### src/rtl/text_console_if.sv
// Byte-stream input handshake plus single-byte screen RAM write bus.
// Combinational bundle only, so it adds no latency of its own.
// Backpressure: ch_ready_o gates the byte stream, and ack_i stalls the bus.
interface text_console_if;
    logic [7:0]  ch_i;
    logic        ch_valid_i;
    logic        ch_ready_o;
    logic [12:0] adr_o;
    logic [31:0] dat_o;
    logic [3:0]  sel_o;
    logic        we_o;
    logic        stb_o;
    logic        ack_i;

    // The console side: consumes bytes and masters the RAM bus.
    modport master (
        input  ch_i, ch_valid_i, ack_i,
        output ch_ready_o, adr_o, dat_o, sel_o, we_o, stb_o
    );

    // The environment side: byte source and video RAM slave.
    modport slave (
        output ch_i, ch_valid_i, ack_i,
        input  ch_ready_o, adr_o, dat_o, sel_o, we_o, stb_o
    );
endinterface

### src/rtl/text_console.sv
// Text console: turns a byte stream into cursor-tracked screen RAM writes.
// Latency: a printable byte is accepted at N, stb at N+1, ready again at N+2 with a zero-wait slave.
// Backpressure: ready is low outside IDLE; every bus write is held until ack_i.
module text_console #(
    parameter int          COLS  = 80,
    parameter int          ROWS  = 60,
    parameter logic [7:0]  BLANK = 8'h00
) (
    input  logic           clk_25mhz,
    input  logic           rst,
    text_console_if.master bus,
    output logic [6:0]     cur_col_o,
    output logic [5:0]     cur_row_o,
    output logic           busy_o
);
    typedef enum logic [1:0] {IDLE, PUT, CLR_LINE, CLR_SCREEN} state_t;

    localparam logic [6:0]  COL_LAST    = 7'(COLS - 1);
    localparam logic [5:0]  ROW_LAST    = 6'(ROWS - 1);
    localparam logic [12:0] LINE_LAST   = 13'(COLS - 1);
    localparam logic [12:0] SCREEN_LAST = 13'(ROWS * COLS - 1);

    state_t      state_q, state_d;
    logic [6:0]  col_q, col_d;
    logic [5:0]  row_q, row_d;
    logic [12:0] adr_q, adr_d;
    logic [7:0]  byte_q, byte_d;
    logic        bs_q, bs_d;      // current PUT is a backspace blank
    logic [12:0] cnt_q, cnt_d;    // cells already cleared in a clear run

    logic        stb;
    logic        ack;
    logic        accept;
    logic [5:0]  next_row;
    logic [12:0] cur_base;
    logic [12:0] next_base;

    // Bus request is simply "not idle" so an async reset drops it at once.
    assign stb      = (state_q != IDLE);
    assign ack      = stb && bus.ack_i;
    assign accept   = bus.ch_valid_i && (state_q == IDLE);
    assign next_row = (row_q == ROW_LAST) ? 6'd0 : row_q + 6'd1;
    assign cur_base  = 13'(row_q) * 13'(COLS);
    assign next_base = 13'(next_row) * 13'(COLS);

    assign bus.ch_ready_o = (state_q == IDLE);
    assign bus.stb_o      = stb;
    assign bus.we_o       = stb;
    assign bus.adr_o      = adr_q;
    assign bus.dat_o      = {24'h0, byte_q};
    assign bus.sel_o      = 4'b0001;
    assign cur_col_o      = col_q;
    assign cur_row_o      = row_q;
    assign busy_o         = stb;

    // Next-state and datapath decode: byte commands in IDLE, write sequencing elsewhere.
    always_comb begin
        state_d = state_q;
        col_d   = col_q;
        row_d   = row_q;
        adr_d   = adr_q;
        byte_d  = byte_q;
        bs_d    = bs_q;
        cnt_d   = cnt_q;
        unique case (state_q)
            IDLE: begin
                if (accept) begin
                    unique case (bus.ch_i)
                        8'h0D: col_d = 7'd0;
                        8'h0A: begin
                            row_d   = next_row;
                            adr_d   = next_base;
                            byte_d  = BLANK;
                            cnt_d   = 13'd0;
                            state_d = CLR_LINE;
                        end
                        8'h08: begin
                            if (col_q != 7'd0) begin
                                col_d   = col_q - 7'd1;
                                adr_d   = cur_base + 13'(col_q) - 13'd1;
                                byte_d  = BLANK;
                                bs_d    = 1'b1;
                                state_d = PUT;
                            end
                        end
                        8'h0C: begin
                            col_d   = 7'd0;
                            row_d   = 6'd0;
                            adr_d   = 13'd0;
                            byte_d  = BLANK;
                            cnt_d   = 13'd0;
                            state_d = CLR_SCREEN;
                        end
                        default: begin
                            adr_d   = cur_base + 13'(col_q);
                            byte_d  = bus.ch_i;
                            bs_d    = 1'b0;
                            state_d = PUT;
                        end
                    endcase
                end
            end
            PUT: begin
                if (ack) begin
                    if (bs_q) begin
                        state_d = IDLE;
                    end else if (col_q == COL_LAST) begin
                        // Wrapping onto a new line clears that line before more text lands.
                        col_d   = 7'd0;
                        row_d   = next_row;
                        adr_d   = next_base;
                        byte_d  = BLANK;
                        cnt_d   = 13'd0;
                        state_d = CLR_LINE;
                    end else begin
                        col_d   = col_q + 7'd1;
                        state_d = IDLE;
                    end
                end
            end
            CLR_LINE: begin
                if (ack) begin
                    if (cnt_q == LINE_LAST) begin
                        state_d = IDLE;
                    end else begin
                        cnt_d = cnt_q + 13'd1;
                        adr_d = adr_q + 13'd1;
                    end
                end
            end
            CLR_SCREEN: begin
                if (ack) begin
                    if (cnt_q == SCREEN_LAST) begin
                        state_d = IDLE;
                    end else begin
                        cnt_d = cnt_q + 13'd1;
                        adr_d = adr_q + 13'd1;
                    end
                end
            end
            default: state_d = IDLE;
        endcase
    end

    // State and datapath registers; reset abandons any write in progress.
    always_ff @(posedge clk_25mhz or posedge rst) begin
        if (rst) begin
            state_q <= IDLE;
            col_q   <= 7'd0;
            row_q   <= 6'd0;
            adr_q   <= 13'd0;
            byte_q  <= 8'h00;
            bs_q    <= 1'b0;
            cnt_q   <= 13'd0;
        end else begin
            state_q <= state_d;
            col_q   <= col_d;
            row_q   <= row_d;
            adr_q   <= adr_d;
            byte_q  <= byte_d;
            bs_q    <= bs_d;
            cnt_q   <= cnt_d;
        end
    end
endmodule

### src/flat_wrapper.sv
// flat-port wrapper written by rule: the top's interface ports become plain ports
module text_console_flat 
#(
    parameter int          COLS  = 80,
    parameter int          ROWS  = 60,
    parameter logic [7:0]  BLANK = 8'h00
)
  (clk_25mhz, rst, cur_col_o, cur_row_o, busy_o, bus_ch_i, bus_ch_valid_i, bus_ack_i, bus_ch_ready_o, bus_adr_o, bus_dat_o, bus_sel_o, bus_we_o, bus_stb_o);
  text_console_if bus_i ();
  input  logic clk_25mhz;
  input  logic rst;
  output logic [6:0] cur_col_o;
  output logic [5:0] cur_row_o;
  output logic busy_o;
  input wire logic [$bits(bus_i.ch_i)-1:0] bus_ch_i;
  input wire logic [$bits(bus_i.ch_valid_i)-1:0] bus_ch_valid_i;
  input wire logic [$bits(bus_i.ack_i)-1:0] bus_ack_i;
  output wire logic [$bits(bus_i.ch_ready_o)-1:0] bus_ch_ready_o;
  output wire logic [$bits(bus_i.adr_o)-1:0] bus_adr_o;
  output wire logic [$bits(bus_i.dat_o)-1:0] bus_dat_o;
  output wire logic [$bits(bus_i.sel_o)-1:0] bus_sel_o;
  output wire logic [$bits(bus_i.we_o)-1:0] bus_we_o;
  output wire logic [$bits(bus_i.stb_o)-1:0] bus_stb_o;
  assign bus_i.ch_i = bus_ch_i;
  assign bus_i.ch_valid_i = bus_ch_valid_i;
  assign bus_i.ack_i = bus_ack_i;
  assign bus_ch_ready_o = bus_i.ch_ready_o;
  assign bus_adr_o = bus_i.adr_o;
  assign bus_dat_o = bus_i.dat_o;
  assign bus_sel_o = bus_i.sel_o;
  assign bus_we_o = bus_i.we_o;
  assign bus_stb_o = bus_i.stb_o;
  text_console #(.COLS(COLS), .ROWS(ROWS), .BLANK(BLANK)) u_core (.clk_25mhz(clk_25mhz), .rst(rst), .bus(bus_i), .cur_col_o(cur_col_o), .cur_row_o(cur_row_o), .busy_o(busy_o));
endmodule
### config.mk
export PLATFORM = sky130hd
export DESIGN_NAME = text_console_flat
export DESIGN_NICKNAME = d
export VERILOG_FILES = /design/src/rtl/text_console_if.sv /design/src/rtl/text_console.sv /design/src/flat_wrapper.sv
export SDC_FILE = /design/constraint.sdc
export NUM_CORES = 1
export LEC_CHECK = 0
export CORE_MARGIN = 2
export CORE_UTILIZATION = 30
export CTS_CLUSTER_SIZE = 14
export DETAILED_ROUTE_END_ITERATION = 16
export PLACE_DENSITY = 0.52
export SLEW_MARGIN = 30
export SYNTH_ARGS = -nofsm -noshare
export SYNTH_HDL_FRONTEND = slang
export SYNTH_SLANG_ARGS = --single-unit
### constraint.sdc
create_clock -name clk_25mhz -period 3.8 [get_ports clk_25mhz]
set_input_delay 0.38 -clock clk_25mhz [delete_from_list [all_inputs] [get_ports clk_25mhz]]
set_output_delay 0.38 -clock clk_25mhz [all_outputs]
set_load 0.02 [all_outputs]
==> flow_summary.toml, run 1 <==
[die]
dieWidth_um = 125
dieArea_um2 = 15600
initial_core_util = 0.304
row_count = 44
fp.coreArea_um2 = 14400
die_y_um = 125
num_io_pins = 78

[worst_setup_path]
r2r_end = "u_core.bus.adr_o[12]$_DFFE_PP0P_"
worstReg2RegStart = "u_core.cur_row_o[1]$_DFFE_PP0P_"
crit_path_end_kind = "register"
rr_worst_depth = 13
crit_type = "reg2reg"
worstPathRequired_ns = 3.98
reg2reg_slack_ns = 0.44
cp_max_fo = 7
worstSetupStartpointType = "register"
crit_arrival_ns = 3.54

[timing]
setup_tns_ns = 0
worst_slew_pin_slew_ns = 0.903
rsz0062_at_grt = "no"
skew_ns = 0.00475
finalCritPeriodShare = 0.884
slew_viol_final = 0
clock.fmax_mhz = 298
finalSetupViolCount = 0
hold_violations = 0
relSlewSlack = 0.395
min_period_ns = 3.36

[pwr]
power.density_nw_per_um2 = 770
p_leak_nw = 2.14
ir_worst_vdd_v = 0.000211

[drt]
drcViolationCount = 0
drtAntennaViolNets = 0
dr.first_iter.drc_count = 392
vias_per_cell = 5.37
routed_wl_um = 12600
wire_per_inst_um = 16.3
dr.pass1.iters = 4
num_vias = 4165

[run_status]
status = "finished clean"

[global_routing]
grt_usage = 0.162
antenna_found_initial = 0
grt_pass1_wl_um = 20800
grt_pass1_vias = 3898
grt_max_degree = 30
grt-ovfl-total = 0

[logic_synthesis]
synth_edf_count = 0
ys_seq_elements = 50
syn_area_um2 = 4390
synthArstFlopShare = 1.00
synth_top_area_cell = "dfrtp_1"
yosysTopAreaCellShare = 0.285
synth_most_common_cell = "nand2_1"
yosys-top-cells-area = "dfrtp_1, ha_1, nand2_1"
ys_top_cells_by_count = "nand2_1, dfrtp_1, o21ai_0"
synth_cell_types = 75
synth_flop_cell = "dfrtp_1"
synthCells = 551
yosysWarnings = 0
synth_area_per_cell_um2 = 7.96
seq_area_frac_synth = 0.285

[job]
cap_violations = 0

[final_layout]
fin_util = 0.354
drive_gt1_frac = 0.0711
n_antenna_cell = 0
area_growth_pct = 16.4
nets = 630

[placed_design]
gp_congestion = 0.872
dp_hpwl_um = 9610
port_buffers = 49

[clock_network]
cts_buffers = 5
cts_buffer_depth = 2
clock_latency_ns = 0.31
cts_sinks = 50
path_clk_slew_ns = 0.07
cts_root_buffer = "clkbuf_16"
cts_tree = "built"
ctsHtreeMaxLevel = 2

[min_path]
min_path_type = "in2async"
## stage by stage
step	instance area, um2	std cells	power (mW)	setup WS [ns]	hold WS [ns]
finish	5110	775	3.93	0.442	0.426
floorplan	4480	577	2.62	0.594	0.461
detailed placement	4950	767	3.46	0.252	0.464
CTS	5100	775	3.95	0.243	0.451
global route	5110	775	4.27	0.168	0.479
global placement	4950	767	3.44	0.424	0.454
## sequential cells by signal, indices dropped and copies added, names as in the netlist
register / flops
u_core.bs_q: 1
u_core.bus.adr_o: 13
u_core.byte_q: 8
u_core.cnt_q: 13
u_core.cur_col_o: 7
u_core.cur_row_o: 6
u_core.state_q: 2
## what timing repair did
action                     in CTS  in global routing
setup endpoints to repair       0                  1
setup buffers                   0                  0
hold buffers                    0                  0
gates resized for setup         0                  1
hold endpoints to repair        0                  0
## critical path, stage by stage, from the launching register on
cell	delay, ns
dfrtp_1	0.47
ha_1	0.25
nand2_1	0.10
nor3_2	0.36
a21o_1	0.24
inv_1	0.08
ha_1	0.29
ha_1	0.34
a21oi_1	0.22
nand2b_1	0.16
a211oi_1	0.08
o31a_1	0.32
a221oi_1	0.23
o31ai_1	0.11
## worst max path at each step
stage                                          from                                to  depth (start not counted)
floorplan           u_core.cur_row_o[1]$_DFFE_PP0P_  u_core.bus.adr_o[12]$_DFFE_PP0P_                         13
global placement    u_core.cur_row_o[1]$_DFFE_PP0P_  u_core.bus.adr_o[12]$_DFFE_PP0P_                         13
detailed placement  u_core.cur_row_o[1]$_DFFE_PP0P_  u_core.bus.adr_o[12]$_DFFE_PP0P_                         13
CTS                 u_core.cur_row_o[1]$_DFFE_PP0P_  u_core.bus.adr_o[12]$_DFFE_PP0P_                         13
global route        u_core.cur_row_o[1]$_DFFE_PP0P_  u_core.bus.adr_o[12]$_DFFE_PP0P_                         13
finish              u_core.cur_row_o[1]$_DFFE_PP0P_  u_core.bus.adr_o[12]$_DFFE_PP0P_                         13
## cell usage in the layout, fill, tap and decap left out, drive strengths merged, types with 8 or more instances in the layout
cell type | netlist | final
nand2 | 63 | 63
dfrtp | 50 | 50
clkdlybuf4s50 | 0 | 49
o21ai | 45 | 45
nor2 | 39 | 39
a21oi | 37 | 37
conb | 2 | 28
nand3 | 26 | 26
ha | 25 | 25
inv | 24 | 24
nor3 | 13 | 13
xnor2 | 12 | 12
nand2b | 10 | 10
a31oi | 10 | 10
o31ai | 9 | 9
buf | 36 | 9
or2 | 9 | 9
nor4 | 8 | 8
xor2 | 8 | 8
o22ai | 8 | 8
or3 | 8 | 8
## per-layer routing
layer / GRT usage / share of wire
met4: 0.0529 / 0.015
met5: 0 / 0
met2: 0.258 / 0.47
met3: 0.0236 / 0.040
met1: 0.227 / 0.47
## area by class of cell
class                           instances  area, um2
Clock buffer                            6        129
Clock inverter                          2       13.8
Fill cell                            1528       9320
Inverter                               24       90.1
Multi-Input combinational cell        451       2830
Sequential cell                        50       1250
Tap cell                              184        230
Timing Repair Buffer                   58        558
## cells by family after synthesis
family / synth area share
mux: 0.00742
xor+xnor: 0.0451
buf+inv: 0.0941
simple gates: 0.240
other cells: 0.00171
fa+ha+maj: 0.0850
compound gates: 0.242
flops: 0.285
## where the power goes
| part | switching, mW | internal (mW) | leakage [nW] | total [mW] |
|---|---|---|---|---|
| clock network | 0.222 | 0.245 | 0.0708 | 0.468 |
| registers | 0.268 | 0.708 | 0.648 | 0.975 |
| logic | 1.48 | 1.01 | 1.42 | 2.49 |
No activity file was read; power rests on OpenSTA's default activity.
==> inputs of run 2 (changes only) <==
--- a/config.mk
+++ b/config.mk
@@ -5,9 +5,10 @@
 export SDC_FILE = /design/constraint.sdc
 export NUM_CORES = 1
 export LEC_CHECK = 0
+export ABC_AREA = 1
 export CORE_MARGIN = 2
 export CORE_UTILIZATION = 30
-export CTS_CLUSTER_SIZE = 14
+export CTS_CLUSTER_SIZE = 25
 export DETAILED_ROUTE_END_ITERATION = 16
 export PLACE_DENSITY = 0.52
 export SLEW_MARGIN = 30
==> flow_summary.toml, run 2 <==
[run_status]
status = "finished clean"

[clock_network]
post_cts_resized = 0
cts_setup_buffers = 0
cts_buffers = 5
ctsHtreeMaxLevel = 2
cts_buffer_depth = 2
clock_latency_ns = 0.30
ctsHoldBuffers = 0
cts_root_buffer = "clkbuf_16"
cts_sinks = 50
path_clk_slew_ns = 0.07
cts_tree = "built"

[placed_design]
dp_hpwl_um = 10200
gp_congestion = 0.881
port_buffers = 49

[die]
initial_core_util = 0.310
dieArea_um2 = 16100
num_io_pins = 78
dieWidth_um = 127
row_count = 44
die_y_um = 127
fp.coreArea_um2 = 14600

[final_layout]
final_cell_mix = "nand2_1, inv_1, nand3_1"
n_antenna_cell = 0
layout.area.seq_um2 = 1250
drive_gt1_frac = 0.0425
fillers = 1552
mostFrequentLayoutCell = "nand2_1"
area_growth_pct = 16.0
nets = 769
multiInputGateArea_um2 = 2730

[worst_setup_path]
worst_path_largest_cell_delay_ns = 0.51
crit_path_top_delay_cell = "dfrtp_1"
cp_max_fo = 9
worstSetupStartpointType = "register"
crit_chain = "nand3_1 > nor2_1 > xor2_1 > nand2_1 > inv_1 > ha_1 > ha_1 > inv_1 > o21ai_0 > or2_2 > nand3_1 > nand3_1 > a21oi_1 > a21oi_1"
critPathMostFrequentCell = "nand3_1"
crit_path_end_kind = "register"
worstPathRequired_ns = 3.99
crit_arrival_ns = 3.05
crit_type = "reg2reg"

[timing]
clock.fmax_mhz = 349
slew_viol_final = 0
worst_slew_pin_slew_ns = 0.791
finalCritPeriodShare = 0.753
relSlewSlack = 0.472
finalSetupViolCount = 0
whs_ns = 0.520
min_period_ns = 2.86
skew_ns = 0.00466
hold_violations = 0
setup_tns_ns = 0
rsz0062_at_grt = "no"

[pwr]
power_switching_mw = 2.03
seq_power_share = 0.252
p_clk_frac = 0.137
netSwitchingFraction = 0.505
internal_power_mw = 1.99
power.density_nw_per_um2 = 762
ir_worst_vdd_v = 0.000239
p_leak_nw = 2.51
combPwrFrac = 0.611

[logic_synthesis]
synthArstFlopShare = 1.00
synth_most_common_cell = "nand2_1"
ys_top_cells_by_count = "nand2_1, inv_1, nand3_1"
yosysTopAreaCellShare = 0.276
synth_cell_types = 44
synth_top_area_cell = "dfrtp_1"
synthCells = 685
seq_area_frac_synth = 0.276
yosys-top-cells-area = "dfrtp_1, nand2_1, inv_1"
synth_flop_cell = "dfrtp_1"
synth_area_per_cell_um2 = 6.62
synth_edf_count = 0
syn_area_um2 = 4540
yosysWarnings = 0
ys_seq_elements = 50

[global_routing]
grt-ovfl-total = 0
grt_pass1_wl_um = 21700
grt_max_degree = 37
grt_pass1_vias = 4349
antenna_found_initial = 0
grt_usage = 0.166

[drt]
dr.first_iter.drc_count = 327
num_vias = 4586
dr.pass1.iters = 5
routed_wl_um = 13000
drcViolationCount = 0
wire_per_inst_um = 14.2
vias_per_cell = 5.02
drtAntennaViolNets = 0

[job]
cap_violations = 0

[min_path]
min_path_type = "reg2reg"
## run 2: cell count changes after synthesis, sizes merged, moves of 10 or more
cell    delta
nand2b    -10
nand4     +11
nand3     +40
clkbuf    -12
a21oi     -10
nor2      +28
o21ai     +22
nand2    +100
xnor2     -10
inv       +71
## run 2: worst paths after layout
path | from | endpoint | slack [ns] | depth (start not counted)
min in group asynchronous | rst | u_core.cnt_q[6]$_DFFE_PP0P_ | 0.54 | 2
max in group asynchronous | rst | u_core.bus.adr_o[12]$_DFFE_PP0P_ | 2.52 | 3
setup / recovery | u_core.cur_row_o[2]$_DFFE_PP0P_ | u_core.bus.adr_o[10]$_DFFE_PP0P_ | 0.94 | 14
hold / removal | u_core.byte_q[5]$_DFFE_PP0P_ | u_core.byte_q[5]$_DFFE_PP0P_ | 0.52 | 2
hold reg to reg | u_core.byte_q[5]$_DFFE_PP0P_ | u_core.byte_q[5]$_DFFE_PP0P_ | 0.52 | 2
setup reg to reg | u_core.cur_row_o[2]$_DFFE_PP0P_ | u_core.bus.adr_o[10]$_DFFE_PP0P_ | 0.94 | 14
## run 2: per-stage QoR
stage | utilization | cells | worst slack (ns) | total power [mW] | instance area, um2
after floorplan | - | 711 | 1.09 | 2.65 | 4630
after global placement | 0.347 | 906 | 1.00 | 3.44 | 5090
after detailed placement | 0.347 | 906 | 0.956 | 3.46 | 5090
after CTS | 0.359 | 914 | 0.931 | 4.03 | 5260
after global routing | 0.359 | 914 | 0.587 | 4.42 | 5260
final | 0.359 | 914 | 0.938 | 4.01 | 5260
## run 2: final cells by class
| cell class | instances | area share |
|---|---|---|
| multi-input cells | 523 | 0.519 |
| flip-flops and latches | 50 | 0.238 |
| well taps | 184 | 0.0438 |
| inverters | 97 | 0.0694 |
| repair buffers | 52 | 0.0975 |
| clock inverters | 3 | 0.00904 |
| clock buffers | 5 | 0.0238 |
## run 2: metal layers
layer / vias up / track usage / share of wire
met4: 0 / 0.0511 / 0.016
li1: 2302 / - / -
met3: 18 / 0.0276 / 0.038
met2: 119 / 0.271 / 0.47
met1: 2147 / 0.227 / 0.48
met5: - / 0 / 0
## run 2: power by group through the flow
stage	Clock [mW]	Combinational (mW)	Sequential [mW]
2_1_floorplan	0	1.52	1.14
3_3_place_gp	0	2.42	1.02
3_5_place_dp	0	2.44	1.02
4_1_cts	0.566	2.45	1.01
5_1_grt	0.585	2.78	1.06
6_report	0.551	2.45	1.01
## run 2: cells by family after synthesis
logic type	count (synthesis)	synth area share
AND/OR/NAND/NOR	332	0.320
buffers and inverters	138	0.144
AO/OA/AOI/OAI	124	0.155
flip-flops	50	0.276
adder cells (fa/ha/maj)	28	0.0822
XOR/XNOR	11	0.0212
other	2	0.00166
## run 2: critical path: cells and delay by family, from the launching register on
family	cells	cell delay, ns
and+or+nand+nor	6	0.91
adders and majority gates	2	0.60
DFF	1	0.51
AOI/OAI and AO/OA	3	0.30
buffers and inverters	2	0.24
xor gates and xnor gates	1	0.18
==> inputs of run 3 (changes only) <==
--- a/config.mk
+++ b/config.mk
@@ -10,7 +10,7 @@
 export CORE_UTILIZATION = 30
 export CTS_CLUSTER_SIZE = 25
 export DETAILED_ROUTE_END_ITERATION = 16
-export PLACE_DENSITY = 0.52
+export PLACE_DENSITY = 0.54
 export SLEW_MARGIN = 30
 export SYNTH_ARGS = -nofsm -noshare
 export SYNTH_HDL_FRONTEND = slang
==> constraint.sdc (replaced) <==
create_clock -name clk_25mhz -period 2.5 [get_ports clk_25mhz]
set_input_delay 0.25 -clock clk_25mhz [delete_from_list [all_inputs] [get_ports clk_25mhz]]
set_output_delay 0.25 -clock clk_25mhz [all_outputs]
set_load 0.02 [all_outputs]
==> flow_summary.toml, run 3 (synthesized netlist as in run 2, its figures left out) <==
[run_status]
status = "complete, but fails checks"
violations = "negative setup slack"

[pwr]
p_leak_nw = 2.77
p_clk_frac = 0.105
seq_power_share = 0.212
internal_power_mw = 3.67
finalPower_mw = 7.20
ir_worst_vdd_v = 0.000558
power.density_nw_per_um2 = 1190
netSwitchingFraction = 0.490
power_switching_mw = 3.53
combPwrFrac = 0.682

[placed_design]
gp_congestion = 0.899
dp.cells = 950
dp_hpwl_um = 10500
port_buffers = 49
dp_slack_ns = -0.226

[final_layout]
fillers = 1503
final_cell_mix = "nand2_1, inv_1, nor2_1, nand3_1"
mostFrequentLayoutCell = "nand2_1"
nets = 821
drive_gt1_frac = 0.206
final_cells = 966
area_growth_pct = 33.8
n_antenna_cell = 0

[timing]
setup_tns_ns = -0.197
finalCritPeriodShare = 1.04
min_period_ns = 2.59
clock.fmax_mhz = 386
whs_ns = 0.299
finalSetupViolCount = 4
slew_viol_final = 0
skew_ns = 0.0130
relSlewSlack = 0.619
worst_slew_pin_slew_ns = 0.567
timing.final.ws_setup_ns = -0.0899
hold_violations = 0
rsz0062_at_grt = "yes"

[clock_network]
cts_root_buffer = "clkbuf_16"
cts_buffers = 5
cts_sinks = 50
clock_latency_ns = 0.31
path_clk_slew_ns = 0.08
cts_buffer_depth = 2
ctsHtreeMaxLevel = 2
cts_tree = "built"

[global_routing]
grt_pass1_vias = 4497
antenna_found_initial = 0
grt-ovfl-total = 0
grt_max_degree = 28
grt_pass1_wl_um = 22300
grt_usage = 0.169

[drt]
drtAntennaViolNets = 0
drcViolationCount = 0
num_vias = 4823
dr.pass1.iters = 6
vias_per_cell = 4.99
routed_wl_um = 13900
dr.first_iter.drc_count = 428
wire_per_inst_um = 14.3

[min_path]
min_path_type = "in2async"

[worst_setup_path]
crit_arrival_ns = 2.83
crit_family = "adder cells"
crit_chain = "ha_4 > ha_4 > fa_2 > nand2_2 > nor2_2 > nand2_2 > a21oi_2 > nand3_1 > nand2_2 > nand3_2 > nand2_1 > nand3_1 > nand2_1 > nand2_1 > a21oi_1"
crit_type = "reg2reg"
worst_path_largest_cell_delay_ns = 0.57
crit_path_end_kind = "register"
worstPathRequired_ns = 2.74
cp_max_fo = 4
crit_buf_inv = 0
worstSetupStartpointType = "register"
crit_path_top_delay_cell = "fa_2"

[die]
row_count = 44
die_y_um = 127
fp.coreArea_um2 = 14600
dieArea_um2 = 16100
num_io_pins = 78
initial_core_util = 0.310
dieWidth_um = 127

[job]
cap_violations = 0
-- run 3: repair_timing --
action / CTS / global route
setup buffers: 4 / 5
endpoints found under the setup margin: 5 / 8
resized for setup: 25 / 72
pin swaps: 19 / 48
hold buffers: 0 / 0
-- run 3: power groups by stage --
stage | Combinational (mW) | Clock (mW) | Sequential [mW]
after global placement | 4.11 | 0 | 1.50
final | 4.91 | 0.759 | 1.53
after global routing | 5.44 | 0.810 | 1.58
after floorplan | 2.33 | 0 | 1.74
after detailed placement | 4.13 | 0 | 1.52
after CTS | 4.34 | 0.775 | 1.50
-- run 3: worst reg2reg max path: stages (launching register included) --
cell	delay [ns]
dfrtp_2	0.47
ha_4	0.24
ha_4	0.17
fa_2	0.57
nand2_2	0.07
nor2_2	0.10
nand2_2	0.09
a21oi_2	0.14
nand3_1	0.09
nand2_2	0.12
nand3_2	0.06
nand2_1	0.06
nand3_1	0.06
nand2_1	0.07
nand2_1	0.06
a21oi_1	0.14
-- run 3: final timing paths --
path / depth (start not counted) / start / slack, ns / endpoint
worst max-delay path: 15 / u_core.cur_row_o[1]$_DFFE_PP0P_ / -0.09 / u_core.bus.adr_o[12]$_DFFE_PP0P_
max in group asynchronous: 3 / rst / 1.63 / u_core.cur_row_o[2]$_DFFE_PP0P_
worst min register to register: 2 / u_core.byte_q[7]$_DFFE_PP0P_ / 0.50 / u_core.byte_q[7]$_DFFE_PP0P_
worst max register to register: 15 / u_core.cur_row_o[1]$_DFFE_PP0P_ / -0.09 / u_core.bus.adr_o[12]$_DFFE_PP0P_
min in group clk_25mhz: 2 / u_core.byte_q[7]$_DFFE_PP0P_ / 0.50 / u_core.byte_q[7]$_DFFE_PP0P_
worst min-delay path: 2 / rst / 0.30 / u_core.byte_q[5]$_DFFE_PP0P_
-- run 3: layer usage --
layer | track usage | vias up | part of all wire
met3 | 0.0251 | 19 | 0.046
met4 | 0.0472 | 0 | 0.018
met2 | 0.278 | 151 | 0.48
met5 | 0 | - | 0
li1 | - | 2396 | -
met1 | 0.234 | 2257 | 0.46
-- run 3: final cells by class --
class                   instances  area, um2  area share
repair buffers                104        923       0.152
clock buffers                   6        139      0.0229
inverters                      97        368      0.0606
well taps                     184        230      0.0379
flip-flops and latches         50       1260       0.207
multi-input cells             523       3140       0.516
clock inverters                 2       17.5     0.00289
-- run 3: through the flow --
step	utilization	cell area [um2]
final	0.415	6070
after detailed placement	0.373	5460
after global routing	0.415	6070
after global placement	0.373	5460
after CTS	0.392	5740
after floorplan	-	4660
==> edit (settings of run 2) <==
The 4 states of `state_t` get a one-hot encoding in 4 bits.
--- a/src/rtl/text_console.sv
+++ b/src/rtl/text_console.sv
@@ -15,3 +15,3 @@
 );
-    typedef enum logic [1:0] {IDLE, PUT, CLR_LINE, CLR_SCREEN} state_t;
+    typedef enum logic [3:0] {IDLE = 4'b0001, PUT = 4'b0010, CLR_LINE = 4'b0100, CLR_SCREEN = 4'b1000} state_t;
 
Behaviour: no difference found for any inputs over 4 cycles, from zero or initial values and one cycle with rst high; so few cycles prove little.
==> edit against run 2 <==
Wire length increased by 2.1%. Sequential cell count increased by 2. Hold slack improved by 7.2 ps. First-iteration DRC count increased by 22%. Clock skew increased by 6.0 ps. Final area increased by 0.95%. Setup slack got worse by 120 ps. Synthesized area increased by 1.1%. Critical endpoint is now u_core.bus.adr_o[11]. Largest cell class unchanged.
Power is not compared: it rests on default switching activity, and its combinational part moved more than twofold at a synthesized area within 25%.
==> edit: results (changes against run 2) <==
\begin{tabular}{lr}
\hline
Metric & Value \\
\hline
\multicolumn{2}{l}{\textbf{Final layout}} \\
Number of flip-flops and latches & 52 (+4.0\%) \\
Buffer share of cell area & 0.101 (+0.00332) \\
Storage element area & 1300 um\^{}2 (+4.1\%) \\
Number of antenna repair diodes & 0 (unchanged) \\
Share of the final layout cell area in multi-input gates & 0.518 (-0.000647) \\
Post-Layout Inst Area & 5310 um\^{}2 (+0.95\%) \\
Non-clock buffers & 55 (+5.8\%) \\
Clock network area share & 0.0273 (-0.00549) \\
Number of multi-input logic gates & 524 (+0.19\%) \\
Fill cell count & 1639 (+5.6\%) \\
Share of cells above drive strength 1 & 0.0438 (+0.00137) \\
Clk\_buf instances & 6 (+1) \\
\multicolumn{2}{l}{\textbf{Placed design}} \\
Placed cell count & 910 (+0.44\%) \\
Setup Slack @ Placement & 868 ps (-88.4 ps) \\
Hpwl dp & 10300 um (+0.16\%) \\
Standard cell area after detailed placement & 5170 um\^{}2 (+1.5\%) \\
Placer congestion estimate & 0.885 (+0.49\%) \\
\multicolumn{2}{l}{\textbf{CTS}} \\
Insertion delay to the later sink of the worst-skew pair & 310 ps \\
Clock-pin slew of the registers on the worst-case setup and hold paths & 80 ps \\
\multicolumn{2}{l}{\textbf{Drt}} \\
Vias per cell & 5.02 (+0.13\%) \\
Sum of met2 wire segment lengths after detailed routing & 5860 um (-3.7\%) \\
1st-iter DRT viols & 398 (+22\%) \\
Met3 WL & 585 um (+19\%) \\
DR vias & 4612 (+0.57\%) \\
Routed WL per cell & 14.5 um (+1.7\%) \\
Wire length on met1 & 6450 um (+3.6\%) \\
\multicolumn{2}{l}{\textbf{Global routing}} \\
M3 GR Usage & 0.0226 (-0.00503) \\
Number of global-route vias before repair & 4433 (+1.9\%) \\
Total Routing Usage GR & 0.169 (+0.00285) \\
Met2 track utilization from global routing & 0.265 (-0.00680) \\
First-pass GRT wire length & 22300 um (+2.4\%) \\
Largest net degree at the start of global routing & 34 (-8.1\%) \\
M1 GR Usage & 0.236 (+0.00918) \\
\multicolumn{2}{l}{\textbf{Synthesis}} \\
Post-synthesis cell type count & 42 (-4.5\%) \\
Async set-or-reset flop fraction in the synthesized netlist & 1.00 (unchanged) \\
Synth cell count leaders & 143 x sky130\_fd\_sc\_hd\_\_nand2\_1, 86 x sky130\_fd\_sc\_hd\_\_inv\_1, 75 x sky130\_fd\_sc\_hd\_\_nor2\_1, 67 x sky130\_fd\_sc\_hd\_\_nand3\_1, 55 x sky130\_fd\_sc\_hd\_\_o21ai\_0 \\
Area contributors post-synth & sky130\_fd\_sc\_hd\_\_dfrtp\_1 28\%, sky130\_fd\_sc\_hd\_\_nand2\_1 12\%, sky130\_fd\_sc\_hd\_\_nand3\_1 7.3\% \\
\multicolumn{2}{l}{\textbf{Critical path}} \\
Max incr delay on CP & 490 ps (-20 ps) \\
Arrival time reported for the critical path endpoint & 3210 ps (+160 ps) \\
Highest fanout seen on the critical path & 7 (-2) \\
Family with the most delay on the worst path & adder cells \\
\multicolumn{2}{l}{\textbf{Run status}} \\
Run status & complete, no violations \\
\hline
\end{tabular}
edit: changes by cell type after synthesis, sizes merged, moves of 4 or more:
cell	change
a21oi	+7
inv	-4
nand2	-17
nand4	-6
nor2	+9
nor3	+7
o21ai	-10
o22ai	+5
xnor2	+6
edit: worst paths after layout:
check | cells after the start | startpoint | endpoint | slack (ps)
max | 16 | u_core.cur_row_o[0] | u_core.bus.adr_o[11] | 820
min | 2 | u_core.bs_q | u_core.bs_q | 530
max reg2reg | 16 | u_core.cur_row_o[0] | u_core.bus.adr_o[11] | 820
min reg2reg | 2 | u_core.bs_q | u_core.bs_q | 530
max in group asynchronous | 3 | rst | u_core.state_q[0] | 2420
min in group asynchronous | 2 | rst | u_core.cnt_q[5] | 540
edit: power groups by stage:
stage / Sequential [mW] / Clock [mW] / Combinational, mW
global placement: 0.752 / 0 / 0.515
detailed placement: 0.753 / 0 / 0.523
CTS: 0.743 / 0.502 / 0.524
global route: 0.758 / 0.519 / 0.593
finish: 0.743 / 0.487 / 0.522
floorplan: 0.777 / 0 / 0.323
edit: logic make-up (layout without fill, tap and decap cells):
kind of cell | count (synthesis) | count (layout) | synth area share
and+or+nand+nor | 326 | 326 | 0.309
buffers and inverters | 132 | 154 | 0.137
AOI/OAI and AO/OA | 127 | 127 | 0.159
DFF | 52 | 52 | 0.284
adders and majority gates | 28 | 28 | 0.0813
xor gates and xnor gates | 15 | 15 | 0.0287
other | 2 | 28 | 0.00164
edit: worst reg2reg max path: cells and delay by family, from the launching register on:
kind,cells,cell delay [ps]
and+or+nand+nor,5,490
buffers and inverters,3,210
adders and majority gates,4,1100
xor gates and xnor gates,1,170
AOI/OAI and AO/OA,3,440
DFF,1,490
